## src/rtl/pattern_ctrl_pkg.sv

```systemverilog
// Shared types, kernel bank and helpers for the pattern frame controller.
package pattern_ctrl_pkg;

    localparam int unsigned KW    = 8;
    localparam int unsigned KTAPS = 9;

    typedef enum logic [1:0] {
        ST_IDLE,
        ST_WAIT_SOF,
        ST_STREAM,
        ST_DRAIN
    } state_t;

    // Element i is tap (row*3 + col); element 0 sits in the LSBs.
    typedef logic [KTAPS-1:0][KW-1:0] kernel_t;

    // 0 Sobel-X, 1 Sobel-Y, 2 Laplacian, 3 identity (written tap 8 first).
    localparam kernel_t KERNEL_BANK [4] = '{
        {8'h01, 8'h00, 8'hFF, 8'h02, 8'h00, 8'hFE, 8'h01, 8'h00, 8'hFF},
        {8'h01, 8'h02, 8'h01, 8'h00, 8'h00, 8'h00, 8'hFF, 8'hFE, 8'hFF},
        {8'h00, 8'h01, 8'h00, 8'h01, 8'hFC, 8'h01, 8'h00, 8'h01, 8'h00},
        {8'h00, 8'h00, 8'h00, 8'h00, 8'h01, 8'h00, 8'h00, 8'h00, 8'h00}
    };

    // Number of set bits in an up-to-8-bit vote history.
    function automatic logic [3:0] popcount(input logic [7:0] v);
        logic [3:0] c;
        c = '0;
        for (int i = 0; i < 8; i++) begin
            c = c + 4'(v[i]);
        end
        return c;
    endfunction

endpackage

```

## src/rtl/pattern_frame_controller_if.sv

```systemverilog
// Valid/ready pixel stream with start-of-frame marker.
interface pattern_frame_controller_if #(
    parameter int unsigned W = 8
);
    logic         valid;
    logic         ready;
    logic         sof;
    logic [W-1:0] data;

    modport master (output valid, data, sof, input ready);
    modport slave  (input valid, data, sof, output ready);
endinterface

```

## src/rtl/vote_window.sv

```systemverilog
// N-of-M temporal vote over the most recent per-frame detection results.
module vote_window
    import pattern_ctrl_pkg::*;
#(
    parameter int unsigned VOTE_WINDOW = 4,
    parameter int unsigned VOTE_MIN    = 3
) (
    input  logic       clk,
    input  logic       rst_n,
    input  logic       clear,
    input  logic       shift,
    input  logic       bit_in,
    output logic [3:0] vote_count,
    output logic       crossing_stable
);

    logic [VOTE_WINDOW-1:0] history;
    logic [3:0]             ones_c;

    assign ones_c = popcount(8'(history));

    // History shift register, newest result in bit 0.
    always_ff @(posedge clk or negedge rst_n) begin
        if (!rst_n) begin
            history <= '0;
        end else if (clear) begin
            history <= '0;
        end else if (shift) begin
            history <= {history[VOTE_WINDOW-2:0], bit_in};
        end
    end

    // Vote outputs trail the history by one cycle.
    always_ff @(posedge clk or negedge rst_n) begin
        if (!rst_n) begin
            vote_count      <= '0;
            crossing_stable <= 1'b0;
        end else if (clear) begin
            vote_count      <= '0;
            crossing_stable <= 1'b0;
        end else begin
            vote_count      <= ones_c;
            crossing_stable <= (ones_c >= 4'(VOTE_MIN));
        end
    end

endmodule

```

## src/rtl/pattern_frame_controller.sv

```systemverilog
// Frame sequencer: SOF alignment, one-frame forwarding, kernel hold, result wait and vote.
module pattern_frame_controller
    import pattern_ctrl_pkg::*;
#(
    parameter int unsigned IMG_WIDTH      = 320,
    parameter int unsigned IMG_HEIGHT     = 240,
    parameter int unsigned W              = 8,
    parameter int unsigned VOTE_WINDOW    = 4,
    parameter int unsigned VOTE_MIN       = 3,
    parameter int unsigned TIMEOUT_CYCLES = 200000
) (
    input  logic                      clk,
    input  logic                      rst_n,
    input  logic                      enable,
    input  logic [1:0]                kernel_sel,
    pattern_frame_controller_if.slave  cam,
    pattern_frame_controller_if.master pr_x,
    output logic [KTAPS-1:0][W-1:0]   kernel,
    input  logic                      det_valid,
    input  logic                      det_crossing,
    output logic                      crossing_stable,
    output logic [3:0]                vote_count,
    output logic [15:0]               frame_count,
    output logic                      timeout_err,
    output logic                      busy
);

    localparam int unsigned FRAME_PIX = IMG_WIDTH * IMG_HEIGHT;
    localparam int unsigned PIX_W     = $clog2(FRAME_PIX + 1);
    localparam int unsigned WDOG_W    = $clog2(TIMEOUT_CYCLES);

    // Bank entry sign-extended to the output coefficient width.
    function automatic logic [KTAPS-1:0][W-1:0] bank_entry(input logic [1:0] sel);
        logic [KTAPS-1:0][W-1:0] k;
        for (int i = 0; i < KTAPS; i++) begin
            k[i] = W'(signed'(KERNEL_BANK[sel][i]));
        end
        return k;
    endfunction

    state_t                  state, state_d;
    logic [PIX_W-1:0]        pixel_cnt, pixel_cnt_d;
    logic [WDOG_W-1:0]       wdog, wdog_d;
    logic [KTAPS-1:0][W-1:0] kernel_d;
    logic [15:0]             frame_count_d;
    logic                    timeout_d;
    logic                    cam_ready_c;
    logic                    pr_valid_c;
    logic                    pr_sof_c;
    logic                    vote_clear_c;
    logic                    vote_shift_c;
    logic                    vote_bit_c;
    logic                    handshake_c;

    assign handshake_c = cam.valid && pr_x.ready;
    assign cam.ready   = cam_ready_c;
    assign pr_x.valid  = pr_valid_c;
    assign pr_x.sof    = pr_sof_c;
    assign pr_x.data   = cam.data;
    assign busy        = (state != ST_IDLE);

    // State and datapath registers.
    always_ff @(posedge clk or negedge rst_n) begin
        if (!rst_n) begin
            state       <= ST_IDLE;
            pixel_cnt   <= '0;
            wdog        <= '0;
            kernel      <= bank_entry(2'd0);
            frame_count <= '0;
            timeout_err <= 1'b0;
        end else begin
            state       <= state_d;
            pixel_cnt   <= pixel_cnt_d;
            wdog        <= wdog_d;
            kernel      <= kernel_d;
            frame_count <= frame_count_d;
            timeout_err <= timeout_d;
        end
    end

    // Next-state, stream steering and result capture.
    always_comb begin
        state_d       = state;
        pixel_cnt_d   = pixel_cnt;
        wdog_d        = wdog;
        kernel_d      = kernel;
        frame_count_d = frame_count;
        timeout_d     = 1'b0;
        cam_ready_c   = 1'b0;
        pr_valid_c    = 1'b0;
        pr_sof_c      = 1'b0;
        vote_clear_c  = 1'b0;
        vote_shift_c  = 1'b0;
        vote_bit_c    = 1'b0;

        case (state)
            ST_IDLE: begin
                if (enable) begin
                    vote_clear_c = 1'b1;
                    state_d      = ST_WAIT_SOF;
                end
            end

            ST_WAIT_SOF: begin
                if (!enable) begin
                    state_d = ST_IDLE;
                end else if (cam.valid && cam.sof) begin
                    // First pixel is forwarded; the kernel locks only on its handshake.
                    pr_valid_c  = 1'b1;
                    pr_sof_c    = 1'b1;
                    cam_ready_c = pr_x.ready;
                    if (pr_x.ready) begin
                        kernel_d    = bank_entry(kernel_sel);
                        pixel_cnt_d = PIX_W'(1);
                        state_d     = ST_STREAM;
                    end
                end else begin
                    // Mid-frame junk before alignment is swallowed.
                    cam_ready_c = 1'b1;
                end
            end

            ST_STREAM: begin
                pr_valid_c  = cam.valid;
                cam_ready_c = pr_x.ready;
                if (handshake_c) begin
                    pixel_cnt_d = pixel_cnt + PIX_W'(1);
                    if (pixel_cnt == PIX_W'(FRAME_PIX - 1)) begin
                        wdog_d  = '0;
                        state_d = ST_DRAIN;
                    end
                end
            end

            ST_DRAIN: begin
                if (det_valid) begin
                    vote_shift_c  = 1'b1;
                    vote_bit_c    = det_crossing;
                    frame_count_d = frame_count + 16'd1;
                    state_d       = enable ? ST_WAIT_SOF : ST_IDLE;
                end else if (wdog == WDOG_W'(TIMEOUT_CYCLES - 1)) begin
                    // Lost result counts as a negative frame.
                    vote_shift_c  = 1'b1;
                    timeout_d     = 1'b1;
                    frame_count_d = frame_count + 16'd1;
                    state_d       = enable ? ST_WAIT_SOF : ST_IDLE;
                end else begin
                    wdog_d = wdog + WDOG_W'(1);
                end
            end

            default: state_d = ST_IDLE;
        endcase
    end

    vote_window #(
        .VOTE_WINDOW (VOTE_WINDOW),
        .VOTE_MIN    (VOTE_MIN)
    ) u_vote (
        .clk             (clk),
        .rst_n           (rst_n),
        .clear           (vote_clear_c),
        .shift           (vote_shift_c),
        .bit_in          (vote_bit_c),
        .vote_count      (vote_count),
        .crossing_stable (crossing_stable)
    );

endmodule
```

## src/flat_wrapper.sv

```systemverilog
// flat-port wrapper written by rule: the top's interface ports become plain ports
module pattern_frame_controller_flat import pattern_ctrl_pkg::*;
#(
    parameter int unsigned IMG_WIDTH      = 320,
    parameter int unsigned IMG_HEIGHT     = 240,
    parameter int unsigned W              = 8,
    parameter int unsigned VOTE_WINDOW    = 4,
    parameter int unsigned VOTE_MIN       = 3,
    parameter int unsigned TIMEOUT_CYCLES = 200000
)
  (clk, rst_n, enable, kernel_sel, kernel, det_valid, det_crossing, crossing_stable, vote_count, frame_count, timeout_err, busy, cam_valid, cam_data, cam_sof, cam_ready, pr_x_valid, pr_x_data, pr_x_sof, pr_x_ready);
  pattern_frame_controller_if #(.W(W)) cam_i ();
  pattern_frame_controller_if #(.W(W)) pr_x_i ();
  input  logic clk;
  input  logic rst_n;
  input  logic enable;
  input  logic [1:0] kernel_sel;
  output logic [KTAPS-1:0][W-1:0] kernel;
  input  logic det_valid;
  input  logic det_crossing;
  output logic crossing_stable;
  output logic [3:0] vote_count;
  output logic [15:0] frame_count;
  output logic timeout_err;
  output logic busy;
  input wire logic [$bits(cam_i.valid)-1:0] cam_valid;
  input wire logic [$bits(cam_i.data)-1:0] cam_data;
  input wire logic [$bits(cam_i.sof)-1:0] cam_sof;
  output wire logic [$bits(cam_i.ready)-1:0] cam_ready;
  output wire logic [$bits(pr_x_i.valid)-1:0] pr_x_valid;
  output wire logic [$bits(pr_x_i.data)-1:0] pr_x_data;
  output wire logic [$bits(pr_x_i.sof)-1:0] pr_x_sof;
  input wire logic [$bits(pr_x_i.ready)-1:0] pr_x_ready;
  assign cam_i.valid = cam_valid;
  assign cam_i.data = cam_data;
  assign cam_i.sof = cam_sof;
  assign cam_ready = cam_i.ready;
  assign pr_x_valid = pr_x_i.valid;
  assign pr_x_data = pr_x_i.data;
  assign pr_x_sof = pr_x_i.sof;
  assign pr_x_i.ready = pr_x_ready;
  pattern_frame_controller #(.IMG_WIDTH(IMG_WIDTH), .IMG_HEIGHT(IMG_HEIGHT), .W(W), .VOTE_WINDOW(VOTE_WINDOW), .VOTE_MIN(VOTE_MIN), .TIMEOUT_CYCLES(TIMEOUT_CYCLES)) u_core (.clk(clk), .rst_n(rst_n), .enable(enable), .kernel_sel(kernel_sel), .cam(cam_i), .pr_x(pr_x_i), .kernel(kernel), .det_valid(det_valid), .det_crossing(det_crossing), .crossing_stable(crossing_stable), .vote_count(vote_count), .frame_count(frame_count), .timeout_err(timeout_err), .busy(busy));
endmodule
```

## config.mk

```make
export PLATFORM = sky130hd
export DESIGN_NAME = pattern_frame_controller_flat
export DESIGN_NICKNAME = d
export VERILOG_FILES = /design/src/rtl/pattern_ctrl_pkg.sv /design/src/rtl/pattern_frame_controller_if.sv /design/src/rtl/vote_window.sv /design/src/rtl/pattern_frame_controller.sv /design/src/flat_wrapper.sv
export SDC_FILE = /design/constraint.sdc
export NUM_CORES = 1
export LEC_CHECK = 0
export BUFFER_PORTS_ARGS = -buffer_cell sky130_fd_sc_hd__buf_2
export CAP_MARGIN = 40
export CORE_MARGIN = 2
export CORE_UTILIZATION = 45
export CTS_CLUSTER_DIAMETER = 150
export DETAILED_ROUTE_END_ITERATION = 16
export PLACE_DENSITY = 0.81
export SKIP_CTS_REPAIR_TIMING = 1
export SLEW_MARGIN = 20
export SYNTH_ARGS = -nofsm -noshare
export SYNTH_HDL_FRONTEND = slang
export SYNTH_SLANG_ARGS = --single-unit
```

## constraint.sdc

```tcl
create_clock -name clk -period 4.2 [get_ports clk]
set_input_delay 0.21 -clock clk [delete_from_list [all_inputs] [get_ports clk]]
set_output_delay 0.21 -clock clk [all_outputs]
set_load 0.02 [all_outputs]
```

# Yosys cells after proc, flatten, opt, wreduce, memory -nomap -nowiden
# Index checks and enable logic that the tools add are counted.
# totals
output_inout_bits	106
mem_count	0
ff_bits	135
latchBits	0
input_bits	18
romBits	0
mem_bits_rw	0
elab_cells	100
# classes
n_shift	0
n_div	0
n_mul	0
bitwise	1
muxes	45
addsub	6
n_reduce_logical	13
order_cmp	2
n_eq_ne	16
# op_table
cell	count
binary-select mux 72 bit (select 2 bit)	1
2-to-1 mux 72 bit	2
2-to-1 mux 18 bit	4
2-to-1 mux 17 bit	4
case mux 18 bit (2 select lines)	1
case mux 17 bit (2 select lines)	1
2-to-1 mux 16 bit	2
adder 18 x 1 -> 18 bit (second input constant)	1
equality test 18 bit (second input constant)	1
adder 17 x 1 -> 17 bit (second input constant)	1
equality test 17 bit (second input constant)	1
adder 16 x 1 -> 16 bit (second input constant)	1
2-to-1 mux 1 bit	16
2-to-1 mux 2 bit	8
2-to-1 mux 4 bit	3
!= test 2 bit (second input constant)	5
AND reduction 5 bit	2
nonzero test 2 bit	5
case mux 2 bit (4 select lines)	1
!= test 2 x 1 -> 1 bit (second input constant)	3
!= test 3 x 2 -> 1 bit (second input constant)	2
AND reduction 6 bit	1
adder 3 x 1 -> 4 bit	1
equality test 2 bit (second input constant)	2
other kinds (12)	14

# Logic depth before layout (Yosys ltp)
# Gate-level depths: netlist (run 1).
# depth
word_depth	6
depth_mapped	9
mapped_depth_nobuf	7

# Hierarchy
# From an unflattened synthesis (run 1), not the netlist that was laid out.
# hier_totals
hier_cells	442
hier_area_um2	4137.7
# modules_own_cells
mod	seq_area_each_um2	instances	area_each_um2	cells_per_inst
pattern_frame_controller	1478.9	1	3774.9	410
vote_window	200.2	1	362.8	32

# Least setup slack after synthesis (run 1)
# No wires, ideal clock.
# synth_path
kind	flip-flop to flip-flop
from	register u_core.state[0]
to	register u_core.wdog[11]
path_buffers	0
arrival_ns	1.773
setup_time_ns	0.069
required_time_ns	4.131
setup_slack_ns	2.358
path_stages_with_launch	7
period_less_slack_ns	1.842
cell_sequence	dfrtp_1 -> inv_1 -> ha_1 -> inv_1 -> o31a_1 -> or4b_1 -> nand3_1
# synth_via
elab_chain_cells	3
elab_cells_between_ends	9
classes_between	eq/ne: 6; mux: 1; reduce/logical: 2
# synth_rtl
item	line	rtl
from (decl)	pattern_frame_controller.sv:41	state_t state, state_d;
from (signal assigned)	pattern_frame_controller.sv:72	state <= state_d;
equality test 2 bit	pattern_frame_controller.sv:96	case (state)
!= test 2 bit (no line) (tied with other cells)	--	
AND reduction 5 bit (no line)	--	
to (signal assigned)	pattern_frame_controller.sv:74	wdog <= wdog_d;
to (decl)	pattern_frame_controller.sv:43	logic [WDOG_W-1:0] wdog, wdog_d;
# Parallel ways exist; a longest one is shown, timed or not.
# A chain may end at the register's enable or synchronous reset.

# Worst setup path in the final report (run 1)
# layout_path
from	register u_core.state[0]
to	register u_core.pixel_cnt[5]
# layout_via
elab_chain_cells	3
elab_cells_between_ends	9
classes_between	eq/ne: 6; mux: 1; reduce/logical: 2
# layout_rtl
item	line	rtl
equality test 2 x 1 -> 1 bit or equality test 2 bit (tied branches)	pattern_frame_controller.sv:96	
!= test 2 x 1 -> 1 bit (no line) (tied with other cells)	--	
AND reduction 5 bit (no line)	--	
to (signal assigned)	pattern_frame_controller.sv:73	pixel_cnt <= pixel_cnt_d;
to (decl)	pattern_frame_controller.sv:42	logic [PIX_W-1:0] pixel_cnt, pixel_cnt_d;
# Parallel ways exist; a longest one is shown, timed or not.

==> results of run 1 <==
[critical path, delay by kind of cell, from the launching register on]
kind,cells,cell delay (ps)
buffers and inverters,1,150
and+or+nand+nor,3,1020
adders and majority gates,1,340
AOI/OAI and AO/OA,1,200
DFF,1,400
[worst min path at each step]
stage                                  to  slack, ps  cells past startpoint
3_5_place_dp        u_core.frame_count[3]        280                      1
5_1_grt                 u_core.kernel[54]         40                      2
2_1_floorplan  asynchronous set/reset pin        -90                      0
4_1_cts             u_core.frame_count[3]       -100                      1
6_report                u_core.kernel[54]         50                      2
3_3_place_gp       u_core.frame_count[15]        270                      1
[layer usage]
metal	up-vias	track usage (%)	routed length, um
met5	-	0	0
met4	0	4.32	112
met3	13	5.06	574
met2	146	28.4	4020
met1	1559	18.6	3390
li1	1592	-	-
[layout by cell type, fill, tap and decap left out, types with 5 or more instances in the layout]
| master | n |
|---|---|
| and3_1 | 14 |
| conb_1 | 21 |
| nand3_1 | 22 |
| nand4b_1 | 7 |
| buf_2 | 86 |
| dfrtp_1 | 65 |
| nand4_1 | 19 |
| nor2_1 | 28 |
| o21ai_0 | 19 |
| clkbuf_8 | 9 |
| nor3_1 | 8 |
| a21oi_1 | 15 |
| xnor2_1 | 22 |
| o31ai_1 | 5 |
| ha_1 | 10 |
| nand2_1 | 53 |
| o211ai_1 | 9 |
| inv_1 | 11 |
| and2_1 | 10 |
[metrics by stage]
| step | hold slack [ps] | util, % | instances | instance area [um2] |
|---|---|---|---|---|
| finish | 45.7 | 48.5 | 611 | 4440 |
| global route | 44.2 | 48.5 | 611 | 4440 |
| CTS | -101 | 48.2 | 609 | 4420 |
| detailed placement | 282 | 46.1 | 593 | 4220 |
| global placement | 272 | 46.1 | 593 | 4220 |
| floorplan | -85.6 | - | 483 | 4270 |
[registers in the layout, indices dropped and copies added (netlist names), named ones only]
signal / count
u_core.wdog: 18
u_core.timeout_err: 1
u_core.kernel: 5
u_core.u_vote.vote_count: 3
u_core.pixel_cnt: 17
u_core.u_vote.history: 4
u_core.u_vote.crossing_stable: 1
u_core.frame_count: 16
u_core.state: 1
[area by class of cell]
cell class,count,area (um2),share of cell area (%)
clock buffer,9,124,2.79
clock inverter,7,75.1,1.69
multi-input combinational,315,1900,42.9
tap,111,139,3.13
timing repair buffer,91,474,10.7
inverter,11,41.3,0.931
sequential,67,1680,37.8
[kinds of logic after synthesis]
group / Yosys count / synth area share [%]
AND/OR/NAND/NOR: 193 / 24.8
buffers and inverters: 101 / 16.3
flip-flops: 67 / 40.1
AO/OA/AOI/OAI: 63 / 9.52
XOR/XNOR: 23 / 4.81
adder cells (fa/ha/maj): 11 / 3.46
multiplexers: 4 / 0.955
other: 1 / 0.0895
[where the power goes]
group / internal (uW) / switching [uW] / leakage (uW)
Clock: 278 / 265 / 0.000104
Combinational: 323 / 668 / 0.00118
Sequential: 740 / 124 / 0.000911
Total: 1340 / 1060 / 0.00219
==> impl_metrics.env, run 1 <==
export IMPL_outcome="finished, final reports clean"
export IMPL_routedWlPerCell_um=13.3
export IMPL_p_leak_uw=0.00219
export IMPL_regToRegSetupSlack_ps=1930
export IMPL_gp_congestion=0.859
export IMPL_rsz0062_at_grt="false"
export IMPL_die_area_mm2=0.0101
export IMPL_clock_fmax_ghz=0.441
export IMPL_drt_iter0_markers=237
export IMPL_period_minus_slack_ps=2270
export IMPL_p_total_uw=2400
export IMPL_r2r_start="u_core.state[0]"
export IMPL_start_kind="flip-flop"
export IMPL_coreArea_mm2=0.00915
export IMPL_worstSkewPairLatency_ps=350
export IMPL_arrival_ps=2470
export IMPL_slew_headroom_pct=48.3
export IMPL_io_pins=124
export IMPL_slew_viol_final=0
export IMPL_path_class="reg -> reg"
export IMPL_hpwl_mm=5.81
export IMPL_numCtsBuffers=9
export IMPL_synth_top_area_share_pct=38.8
export IMPL_crit_start="u_core.state[0]"
export IMPL_yosys_area_top_type="dfrtp_1"
export IMPL_synth_avg_cell_area_um2=9.05
export IMPL_clock_sinks=67
export IMPL_totalWireLength_mm=8.10
export IMPL_netlist_area_mm2=0.00419
export IMPL_r2r_end="u_core.pixel_cnt[5]"
export IMPL_endpoint_kind="flip-flop"
export IMPL_tightest_slew_ps=772
export IMPL_antenna_left=0
export IMPL_h_tree_depth=3
export IMPL_postSynth_asyncResetShare_pct=100
export IMPL_yosysUniqueCellTypes=54
export IMPL_drive_gt1_share_pct=23.0
export IMPL_post_synth_top_count_cell="buf_4"
export IMPL_cap_viol_max_count=0
export IMPL_crit_required_ps=4400
export IMPL_finalSetupViolCount=0
export IMPL_syn_instance_count=463
export IMPL_crit_end="u_core.pixel_cnt[5]"
export IMPL_crit_path_frequent_cell="nor2_1"
export IMPL_period_share_pct=54.0
export IMPL_ir_drop_uv=256
export IMPL_ys_seq_area_share_pct=40.1
export IMPL_cp_max_fo=12
export IMPL_final_nets=524
export IMPL_synth_common_cells="buf_4, dfrtp_1, nand2_1"
export IMPL_via_count=3310
export IMPL_finalSetupTns_ps=0
export IMPL_hp_class="in -> reg"
export IMPL_cts_tree="built"
export IMPL_fillCellCount=820
export IMPL_rows=35
export IMPL_cp_slowest_stage_delay_ps=640
export IMPL_synth_edf_count=0
export IMPL_grt_use_total_pct=16.0
export IMPL_antenna_found_initial=0
export IMPL_grt_pass1_vias=2961
export IMPL_path_clk_slew_ps=80
export IMPL_hold_viol=0
export IMPL_io_buffers=86
export IMPL_drcViolationCount=0
export IMPL_firstDrtPassIters=4
export IMPL_synth_area_leaders="dfrtp_1, buf_4, nand2_1"
export IMPL_grt_pass1_wl_mm=13.2
export IMPL_overflow=0
export IMPL_die_w_um=101
export IMPL_grt_max_degree=40
export IMPL_synthToLayoutAreaGrowth_pct=5.85
export IMPL_root_buffer="clkbuf_8"
export IMPL_ys_ff_latch=67
export IMPL_via_per_inst=5.42
export IMPL_power_density_mw_per_mm2=540
export IMPL_dp_slack_ps=1810
export IMPL_die_h_um=101
export IMPL_layout_setup_ws_ps=1930
export IMPL_slowest_stage="nor2_1"
export IMPL_crit_chain="inv_1 -> ha_1 -> nor2b_1 -> o21ai_1 -> nor2_1 -> nor2_1"
export IMPL_ys_warn_count=0
export IMPL_initial_utilization_pct=45.8
export IMPL_clockBufferDepth=2
export IMPL_r2r_cells=6
export IMPL_min_from="kernel_sel[0]"
export IMPL_clock_skew_ps=14.2
export IMPL_ys_flop_type="dfrtp_1"
export IMPL_n_antenna_cell=0
Power figures use the tool's default switching activity.
==> run 2, diff against run 1 <==
clock period = 2.2 ns   (was 4.2 ns; I/O delays follow)
==> impl_metrics.env, run 2 (synthesis gave the netlist of run 1 again) <==
export IMPL_outcome="finished, final reports clean"
export IMPL_clock_fmax_ghz=0.482
export IMPL_coreArea_mm2=0.00915
export IMPL_firstDrtPassIters=4
export IMPL_p_total_uw=4620
export IMPL_period_minus_slack_ps=2080
export IMPL_reg_top3="u_core.wdog x18, u_core.pixel_cnt x17, u_core.frame_count x16"
export IMPL_initial_utilization_pct=45.8
export IMPL_root_buffer="clkbuf_8"
export IMPL_path_class="reg -> reg"
export IMPL_power_density_mw_per_mm2=1020
export IMPL_routedWlPerCell_um=14.0
export IMPL_rsz0062_at_grt="true"
export IMPL_path_clk_slew_ps=80
export IMPL_p_leak_uw=0.00224
export IMPL_rows=35
export IMPL_tightest_slew_ps=607
export IMPL_io_buffers=86
export IMPL_numCtsBuffers=9
export IMPL_cp_max_fo=11
export IMPL_cp_slowest_stage_delay_ps=510
export IMPL_io_pins=124
export IMPL_crit_chain="ha_1 -> and4_1 -> nand4_1 -> o31a_4 -> or4b_1 -> nand3_1"
export IMPL_mostFrequentLayoutCells="buf_2, dfrtp_1, nand2_1"
export IMPL_slew_viol_final=0
export IMPL_drcViolationCount=0
export IMPL_period_share_pct=94.3
export IMPL_gp_congestion=0.898
export IMPL_fillCellCount=802
export IMPL_h_tree_depth=3
export IMPL_clock_skew_ps=11.1
export IMPL_finalSetupViolCount=0
export IMPL_slew_headroom_pct=59.4
export IMPL_hp_class="in -> reg"
export IMPL_multi_input_area_mm2=0.00194
export IMPL_drt_iter0_markers=164
export IMPL_final_nets=530
export IMPL_largest_register_ff_count=18
export IMPL_hold_viol=0
export IMPL_antenna_found_initial=0
export IMPL_ir_drop_uv=418
export IMPL_arrival_ps=2350
export IMPL_worstSkewPairLatency_ps=340
export IMPL_mostFrequentLayoutCell="buf_2"
export IMPL_cap_viol_max_count=0
export IMPL_clock_sinks=67
export IMPL_grt_use_total_pct=16.8
export IMPL_grt_pass1_wl_mm=13.6
export IMPL_endpoint_kind="flip-flop"
export IMPL_grt_pass1_vias=2966
export IMPL_n_antenna_cell=0
export IMPL_synthToLayoutAreaGrowth_pct=8.06
export IMPL_grt_max_degree=52
export IMPL_start_kind="flip-flop"
export IMPL_slowest_stage="or4b_1"
export IMPL_die_w_um=101
export IMPL_dp_slack_ps=0.558
export IMPL_die_area_mm2=0.0101
export IMPL_regMostFlops="u_core.wdog"
export IMPL_hpwl_mm=6.14
export IMPL_cts_tree="built"
export IMPL_layout_setup_ws_ps=124
export IMPL_drive_gt1_share_pct=24.3
export IMPL_fin_area_mm2=0.00453
export IMPL_antenna_left=0
export IMPL_clockBufferDepth=2
export IMPL_placed_cell_area_mm2=0.00427
export IMPL_die_h_um=101
export IMPL_crit_required_ps=2480
export IMPL_holdWs_ps=70.2
export IMPL_via_per_inst=5.50
export IMPL_via_count=3391
export IMPL_overflow=0
export IMPL_seqCellArea_mm2=0.00168
export IMPL_totalWireLength_mm=8.61
## run 2: changes by cell type in the layout (fill, tap and decap cells not counted), sizes merged
cell | previous run | this run
buf | 90 | 94
clkbuf | 9 | 10
clkinv | 4 | 3
clkinvlp | 0 | 1
dlygate4sd3 | 1 | 3
inv | 13 | 12
## run 2: worst paths after layout
kind | slack (ps) | to | cells after the start | from
setup / recovery | 120 | u_core.wdog[16] | 6 | u_core.pixel_cnt[0]
hold / removal | 70 | u_core.u_vote.history[0] | 2 | enable
setup reg to reg | 120 | u_core.wdog[16] | 6 | u_core.pixel_cnt[0]
hold reg to reg | 470 | u_core.frame_count[15] | 1 | u_core.frame_count[15]
max in group asynchronous | 1280 | u_core.kernel[6] | 3 | rst_n
min in group asynchronous | 260 | u_core.frame_count[14] | 2 | rst_n
## run 2: critical path: cells and delay by family, from the launching register on
family                   cells  cell delay (ps)
flip-flops                   1              400
adder cells (fa/ha/maj)      1              230
AND/OR/NAND/NOR              4             1000
AO/OA/AOI/OAI                1              370
## run 2: layer usage
metal | global-route usage (%) | vias to the layer above | part of all wire [%]
met5 | 0 | - | 0
met4 | 5.69 | 0 | 1.6
met3 | 4.37 | 16 | 6.0
met2 | 28.8 | 154 | 51
met1 | 20.5 | 1618 | 42
li1 | - | 1603 | -
## run 2: final cells by class
type	instances	share of cell area, %
sequential	67	37.1
clock inverter	6	1.44
clock buffer	10	2.82
timing repair buffer	97	11.8
multi-input combinational	315	42.9
tap	111	3.07
inverter	11	0.912
## run 2: through the flow
step | TNS (ps) | utilization (%) | instances
2_1_floorplan | 0 | - | 483
3_3_place_gp | 0 | 46.6 | 598
3_5_place_dp | 0 | 46.6 | 598
4_1_cts | -39.1 | 48.7 | 614
5_1_grt | -16.0 | 49.5 | 617
6_report | 0 | 49.5 | 617
## run 2: power breakdown
part | internal (uW) | switching [uW] | leakage [uW]
combinational | 651 | 1300 | 0.00123
sequential | 1410 | 239 | 0.000911
clock | 526 | 491 | 0.0000966
==> run 3, diff against run 2 <==
CORE_UTILIZATION = 52   (was 45)
PLACE_DENSITY = 0.9   (was 0.81)
==> impl_metrics.env, run 3 (synthesis gave the netlist of run 1 again) <==
export IMPL_outcome="finished, final reports clean"
export IMPL_r2r_cells=8
export IMPL_slew_viol_final=0
export IMPL_antenna_left=0
export IMPL_h_tree_depth=3
export IMPL_p_leak_uw=0.00223
export IMPL_overflow=0
export IMPL_p_sw_share_pct=42.9
export IMPL_place_inst=590
export IMPL_p_sw_uw=2030
export IMPL_n_antenna_cell=0
export IMPL_final_nets=532
export IMPL_hold_viol=0
export IMPL_worstSkewPairLatency_ps=360
export IMPL_period_minus_slack_ps=2140
export IMPL_die_h_um=93.8
export IMPL_numCtsBuffers=9
export IMPL_pwr_share_clk_pct=24.4
export IMPL_path_class="reg -> reg"
export IMPL_grt_use_total_pct=20.2
export IMPL_drive_gt1_share_pct=24.6
export IMPL_regMostFlops="u_core.wdog"
export IMPL_totalWireLength_mm=8.77
export IMPL_io_buffers=86
export IMPL_start_kind="flip-flop"
export IMPL_largest_register_ff_count=18
export IMPL_arrival_ps=2370
export IMPL_grt_pass1_wl_mm=13.9
export IMPL_power_density_mw_per_mm2=1040
export IMPL_finalNonFillerCells=610
export IMPL_cp_max_fo=9
export IMPL_p_int_uw=2700
export IMPL_pwr_share_seq_pct=34.8
export IMPL_grt_pass1_vias=3129
export IMPL_via_per_inst=5.54
export IMPL_hpwl_mm=6.20
export IMPL_reg_top3="u_core.wdog x18, u_core.pixel_cnt x17, u_core.frame_count x16"
export IMPL_r2r_end="u_core.pixel_cnt[16]"
export IMPL_mostFrequentLayoutCell="buf_2"
export IMPL_regToRegSetupSlack_ps=60
export IMPL_routedWlPerCell_um=14.4
export IMPL_cap_viol_max_count=0
export IMPL_io_pins=124
export IMPL_crit_end="u_core.pixel_cnt[16]"
export IMPL_via_count=3377
export IMPL_gp_congestion=0.959
export IMPL_utilization_pct=58.4
export IMPL_crit_start="u_core.state[0]"
export IMPL_combPwrFrac_pct=40.8
export IMPL_period_share_pct=97.1
export IMPL_holdWs_ps=61.7
export IMPL_coreArea_mm2=0.00777
export IMPL_die_area_mm2=0.00879
export IMPL_hp_class="in -> reg"
export IMPL_root_buffer="clkbuf_8"
export IMPL_clock_skew_ps=12.7
export IMPL_antenna_found_initial=0
export IMPL_synthToLayoutAreaGrowth_pct=8.18
export IMPL_clock_fmax_ghz=0.468
export IMPL_cts_tree="built"
export IMPL_die_w_um=93.8
export IMPL_firstDrtPassIters=5
export IMPL_finalSetupViolCount=0
export IMPL_mostFrequentLayoutCells="buf_2, dfrtp_1, nand2_1"
export IMPL_clockBufferDepth=2
export IMPL_rows=32
export IMPL_grt_max_degree=27
export IMPL_path_clk_slew_ps=80
export IMPL_r2r_start="u_core.state[0]"
export IMPL_endpoint_kind="flip-flop"
export IMPL_initial_utilization_pct=54.0
export IMPL_crit_required_ps=2440
export IMPL_ir_drop_uv=478
export IMPL_drt_iter0_markers=239
export IMPL_drcViolationCount=0
export IMPL_clock_sinks=67
-- run 3: metal layers --
metal,part of all wire (%),wire [um],global-route usage (%),up-vias
li1,-,-,-,1607
met4,2.7,236,8.70,0
met1,41,3620,24.4,1577
met2,49,4280,33.2,163
met5,0,0,0,-
met3,7.2,630,6.10,30
-- run 3: worst min path at each step --
stage / from / endpoint / slack, ps / cells past startpoint
2_1_floorplan: rst_n / asynchronous set/reset pin / -190 / 0
6_report: enable / u_core.u_vote.history[3] / 60 / 2
3_5_place_dp: rst_n / u_core.frame_count[3] / 70 / 1
3_3_place_gp: rst_n / u_core.frame_count[15] / 60 / 1
4_1_cts: rst_n / u_core.frame_count[3] / -310 / 1
5_1_grt: enable / u_core.u_vote.history[1] / 70 / 2
-- run 3: cell type report --
cell class                 instances  area, um2
clock buffer                       9        124
clock inverter                     7        101
fill                             640       3230
inverter                          11       41.3
multi-input combinational        315       1930
sequential                        67       1680
tap                              102        128
timing repair buffer              99        536
-- run 3: power by group through the flow --
stage / clock network (uW) / logic, uW / registers, uW
6_report: 1150 / 1930 / 1650
5_1_grt: 1220 / 2090 / 1690
4_1_cts: 1170 / 1930 / 1650
3_5_place_dp: 0 / 1920 / 1670
3_3_place_gp: 0 / 1880 / 1650
2_1_floorplan: 0 / 1760 / 1730
-- run 3: critical path: stages (launching register included) --
cell and delay, ps:
dfrtp_1 410, inv_1 150, ha_2 290, nor2b_1 310, o211ai_1 180, buf_4 190, nor4_2 280, xnor2_1 160
nor2_1 50
-- run 3: per-stage QoR --
stage               setup TNS, ps  power (uW)  worst slack, ps  area [um2]
detailed placement              0        3600             77.3        4250
CTS                             0        4750             37.6        4480
floorplan                       0        3490              358        4270
finish                          0        4720             63.1        4530
global placement                0        3530              171        4250
global route                 -153        5000            -84.2        4530
